### config.mk
export PLATFORM = sky130hd
export DESIGN_NAME = ema_crossover_signal
export DESIGN_NICKNAME = d
export VERILOG_FILES = /design/src/rtl/ema_crossover_signal.sv
export SDC_FILE = /design/constraint.sdc
export NUM_CORES = 1
export LEC_CHECK = 0
export BUFFER_PORTS_ARGS = -buffer_cell sky130_fd_sc_hd__buf_2
export CAP_MARGIN = 20
export CORE_UTILIZATION = 40
export CTS_CLUSTER_DIAMETER = 200
export DETAILED_ROUTE_END_ITERATION = 10
export GPL_ROUTABILITY_DRIVEN = 0
export PLACE_DENSITY = 0.56
export SYNTH_ARGS = -nofsm -noshare
export SYNTH_HDL_FRONTEND = slang
export SYNTH_SLANG_ARGS = --single-unit
### constraint.sdc
create_clock -name clk -period 7.5 [get_ports clk]
set_clock_uncertainty 0.1 [all_clocks]
set_input_delay 0.375 -clock clk [delete_from_list [all_inputs] [get_ports clk]]
set_output_delay 0.375 -clock clk [all_outputs]
set_load 0.05 [all_outputs]
### src/rtl/ema_crossover_signal.sv
// Pairs fast/slow EMA samples, registers their exact difference, and runs a
// hysteresis/hold-off crossover state machine issuing buy/sell signals.
//
// state      | meaning
// -----------+--------------------------------------------------------------
// ST_WARMUP  | consuming the first WARMUP evaluated pairs, no signals issued
// ST_NEUTRAL | flat position, waiting for the difference to leave the band
// ST_LONG    | long position, reversal to short gated by the hold-off count
// ST_SHORT   | short position, reversal to long gated by the hold-off count
module ema_crossover_signal #(
    parameter logic [31:0] HYST    = 32'h0000_0800,
    parameter int unsigned HOLDOFF = 4,
    parameter int unsigned WARMUP  = 16
) (
    input  logic        clk,
    input  logic        rst,
    input  logic        fast_valid,
    input  logic [31:0] fast_avg,
    input  logic        slow_valid,
    input  logic [31:0] slow_avg,
    output logic        eval_valid,
    output logic [32:0] diff_out,
    output logic        sig_valid,
    output logic        sig_buy,
    output logic        sig_sell,
    output logic [1:0]  position,
    output logic        pair_err
);

    typedef enum logic [1:0] {
        ST_WARMUP  = 2'd0,
        ST_NEUTRAL = 2'd1,
        ST_LONG    = 2'd2,
        ST_SHORT   = 2'd3
    } state_t;

    localparam logic signed [32:0] HYST_POS = $signed({1'b0, HYST});
    localparam logic signed [32:0] HYST_NEG = -HYST_POS;

    state_t             state_q, state_d;
    logic               have_fast, have_slow;
    logic [31:0]        fast_q, slow_q;
    logic               s1_valid;
    logic signed [32:0] s1_diff;
    logic [31:0]        warm_cnt, warm_cnt_d;
    logic [31:0]        hold_cnt, hold_cnt_d;
    logic               buy_d, sell_d;
    logic               pair_done;
    logic [31:0]        fast_use, slow_use;
    logic               above, below;
    logic               decide_flat;

    // A sample arriving this cycle takes priority over the held copy.
    assign pair_done = (fast_valid | have_fast) & (slow_valid | have_slow);
    assign fast_use  = fast_valid ? fast_avg : fast_q;
    assign slow_use  = slow_valid ? slow_avg : slow_q;
    assign above     = s1_diff > HYST_POS;
    assign below     = s1_diff < HYST_NEG;

    always_ff @(posedge clk) begin
        if (rst) begin
            have_fast <= 1'b0;
            have_slow <= 1'b0;
            fast_q    <= '0;
            slow_q    <= '0;
            s1_valid  <= 1'b0;
            s1_diff   <= '0;
            pair_err  <= 1'b0;
        end else begin
            pair_err <= ~pair_done & ((fast_valid & have_fast) | (slow_valid & have_slow));
            s1_valid <= pair_done;
            if (pair_done) begin
                have_fast <= 1'b0;
                have_slow <= 1'b0;
                s1_diff   <= $signed({fast_use[31], fast_use}) - $signed({slow_use[31], slow_use});
            end else begin
                if (fast_valid) begin
                    fast_q    <= fast_avg;
                    have_fast <= 1'b1;
                end
                if (slow_valid) begin
                    slow_q    <= slow_avg;
                    have_slow <= 1'b1;
                end
            end
        end
    end

    // With no warm-up the reset state already makes flat-position decisions.
    assign decide_flat = (state_q == ST_NEUTRAL) || ((state_q == ST_WARMUP) && (WARMUP == 0));

    always_comb begin
        state_d    = state_q;
        warm_cnt_d = warm_cnt;
        hold_cnt_d = hold_cnt;
        buy_d      = 1'b0;
        sell_d     = 1'b0;
        if (s1_valid) begin
            if (decide_flat) begin
                if (above) begin
                    buy_d   = 1'b1;
                    state_d = ST_LONG;
                end else if (below) begin
                    sell_d  = 1'b1;
                    state_d = ST_SHORT;
                end
            end else begin
                case (state_q)
                    ST_WARMUP: begin
                        warm_cnt_d = warm_cnt + 32'd1;
                        if (warm_cnt_d == WARMUP) state_d = ST_NEUTRAL;
                    end
                    ST_LONG: begin
                        if (below && (hold_cnt == 32'd0)) begin
                            sell_d  = 1'b1;
                            state_d = ST_SHORT;
                        end
                    end
                    ST_SHORT: begin
                        if (above && (hold_cnt == 32'd0)) begin
                            buy_d   = 1'b1;
                            state_d = ST_LONG;
                        end
                    end
                    default: state_d = state_q;
                endcase
            end
            if (buy_d || sell_d) hold_cnt_d = HOLDOFF;
            else if (hold_cnt != 32'd0) hold_cnt_d = hold_cnt - 32'd1;
        end
    end

    always_ff @(posedge clk) begin
        if (rst) begin
            state_q    <= ST_WARMUP;
            warm_cnt   <= '0;
            hold_cnt   <= '0;
            eval_valid <= 1'b0;
            diff_out   <= '0;
            sig_valid  <= 1'b0;
            sig_buy    <= 1'b0;
            sig_sell   <= 1'b0;
            position   <= 2'b00;
        end else begin
            state_q    <= state_d;
            warm_cnt   <= warm_cnt_d;
            hold_cnt   <= hold_cnt_d;
            eval_valid <= s1_valid;
            if (s1_valid) diff_out <= s1_diff;
            sig_valid  <= buy_d | sell_d;
            sig_buy    <= buy_d;
            sig_sell   <= sell_d;
            case (state_d)
                ST_LONG:  position <= 2'b01;
                ST_SHORT: position <= 2'b10;
                default:  position <= 2'b00;
            endcase
        end
    end

endmodule

==> results.yml <==
yosys:
  syn_area_sq_um: 10500
  synthCells: 1259
  ys_seq_elements: 206
  ys_warn_count: 0
  avgSynthCellArea_sq_um: 8.35
  synth_top_area_share_pct: 39.2
  synthDistinctLibCells: 57
  syn-num-nets: 1362
  synth_flop_cell: "dfxtp_1"
  synth_edf_count: 0
  async_flop_share_pct: 0
  yosys.area.top_type: "dfxtp_1"
  ys_seq_area_share_pct: 39.2
  synth_area_leaders: "dfxtp_1 39%, mux2i_1 6.4%, nor2_1 6.3%, nand2_1 5.7%, a21oi_1 4.3%"
sta:
  period_needed_ps: 3700
  timing.hold.ws_ps: 163
  hold_violations: 0
  fin_crit_sh_pct: 49.3
  fmax_ghz: 0.270
  slew-limit-headroom_pct: 35.1
  final-setup-viol-count: 0
  tightest_slew_ps: 974
  tns_ps: 0
  rsz0062_at_grt: "no"
  drv_slew: 0
cts:
  htreeDepth: 1
  cts_buffers: 24
  cts_setup_buffers: 0
  clk_latency_ps: 520
  cts_tree: "yes"
  path_clk_slew_ps: 60
  cts_buffer_depth: 3
  cts_resized: 0
  cts_hold_buf: 0
  clock-sinks: 206
  cts_root_buf: "clkbuf_16"
drt:
  firstDrtPassIters: 5
  routed_via_density: 5.28
  wl_per_cell_microns: 15.2
  postRouteAntennaNets: 0
  drcViolationCount: 0
  wirelength_microns: 25500
  vias: 8869
  drt-initial-drc-count: 520
grt:
  antenna_found_initial: 0
  grt_usage_pct: 18.9
  grt_pass1_vias: 8151
  grt_pass1_wl_microns: 41600
  overflow: 0
  grt_max_degree: 91
floorplan:
  die_h_microns: 164
  start_util_pct: 41.3
  coreArea_sq_um: 25500
  num_io_pins: 108
  fp.dieW_microns: 164
  num_rows: 58
  fp.dieArea_sq_um: 26900
final_layout:
  n_antenna_cell: 0
  area_growth_pct: 15.3
  drive_gt1_share_pct: 15.6
  final_cell_mix: "205 x dfxtp_1, 176 x nor2_1, 161 x nand2_1"
  nets: 1435
  final_common_cell: "dfxtp_1"
worst_setup_path:
  r2r_cells: 6
  critPathCaptureType: "flop"
  path_common_cell: "mux2_2"
  max_stage_delay_ps: 430
  path_delay_family: "compound AO/OA/AOI/OAI gates"
  critical_path_arrival_ps: 4030
  required_ps: 7830
  r2r_setup_slack_ps: 3920
  critPathKind: "in -> reg"
  crit_buf_inv: 2
  start_kind: "input pin"
  crit_path_top_delay_cell: "buf_4"
  path_cells: "buf_2 > buf_4 > mux2_2 > ha_1 > o21ai_0 > a211o_1 > a31o_2 > a21oi_1 > a21o_1 > a41oi_1 > a21boi_0 > mux2_2 > o22ai_1"
  crit_cells: 13
  critPathMaxFanout: 35
placed_design:
  portBuffers: 107
  place_hpwl_microns: 17500
power_and_ir_drop:
  peakVddDrop_v: 0.000209
  p_per_area_nw_per_um2: 300
  leakagePower_uw: 0.00493
min_path:
  whs_path_depth: 3
  hold_class: "in -> reg"
run_status:
  outcome: "completed"
flow_run:
  maxCapViolCount: 0
[state kept, by name, indices dropped and copies added (netlist names), 2 cells and up]
name	count
position	2
fast_q	32
slow_q	32
warm_cnt	32
s1_diff	33
state_q	2
hold_cnt	32
diff_out	33
[final timing paths]
check                               endpoint    startpoint
worst max register to register  hold_cnt[25]   hold_cnt[4]
worst min-delay path              slow_q[29]  slow_avg[29]
worst max-delay path             s1_diff[29]    fast_valid
worst min register to register    fast_q[25]    fast_q[25]
[per-layer routing]
layer  track usage, %  vias to the layer above  wire [microns]
li1                 -                     4588               -
met2             28.8                      142           10900
met4             4.59                        0             428
met3             2.42                       31            1020
met5                0                        -               0
met1             27.8                     4108           13100
[cell families (layout without fill, tap and decap cells)]
kind of cell	after synthesis	count (layout)	share of synthesized area, %
AO/OA/AOI/OAI	235	235	14.1
adder cells (fa/ha/maj)	35	35	4.24
flip-flops	206	206	39.2
XOR/XNOR	83	83	6.91
multiplexers	100	100	9.91
AND/OR/NAND/NOR	512	512	22.4
buffers and inverters	88	179	3.25
[report_power, final]
part           total, uW  internal, uW  leakage [uW]  switching (uW)
clock network       1200           740      0.000410             461
logic               1090           468       0.00283             620
registers           1350          1230       0.00168             115
total               3640          2440       0.00493            1200
[cell type report]
type / instances / area [sq um]
clock buffer: 38 / 774
sequential: 206 / 4130
clock inverter: 6 / 60.1
tap: 330 / 413
inverter: 19 / 71.3
fill: 2482 / 13300
timing repair buffer: 116 / 606
multi-input combinational: 965 / 6080
[worst min-delay path: stages]
cell and delay (ps):
buf_2 80, mux2i_1 80, a211oi_1 190
[synthesized netlist by cell type, types with 3 or more instances]
library cell,n
nand3_1,26
a21oi_1,91
a31o_2,3
xor2_1,33
nand4_1,21
a31oi_1,5
a2111oi_0,3
a41oi_1,6
a21o_1,10
clkbuf_1,52
buf_2,3
o31ai_1,7
o21a_1,6
or3_1,12
or2_2,4
a211oi_1,45
o22ai_1,4
xnor2_1,50
nor3b_1,5
and3_1,12
nor2_1,177
o21ai_0,35
nor4_1,16
or4_1,10
a311oi_1,4
nand2_1,161
nor2b_1,6
mux2i_1,67
a221o_1,3
and2_1,8
nor4b_1,3
buf_1,13
dfxtp_1,206
nor3_1,30
nand2b_1,6
inv_1,19
mux2_2,33
nand3b_1,5
ha_1,34
[per-stage QoR]
stage / instance area (sq um) / instances / power (uW) / utilization [%] / setup WS, ps
2_1_floorplan: 10500 / 1259 / 2250 / - / 3610
3_3_place_gp: 11300 / 1636 / 2450 / 44.3 / 3360
3_5_place_dp: 11300 / 1636 / 2460 / 44.3 / 3270
4_1_cts: 12100 / 1680 / 3680 / 47.6 / 3830
5_1_grt: 12100 / 1680 / 3870 / 47.6 / 3520
6_report: 12100 / 1680 / 3640 / 47.6 / 3800
(Power assumes the default switching activity.)
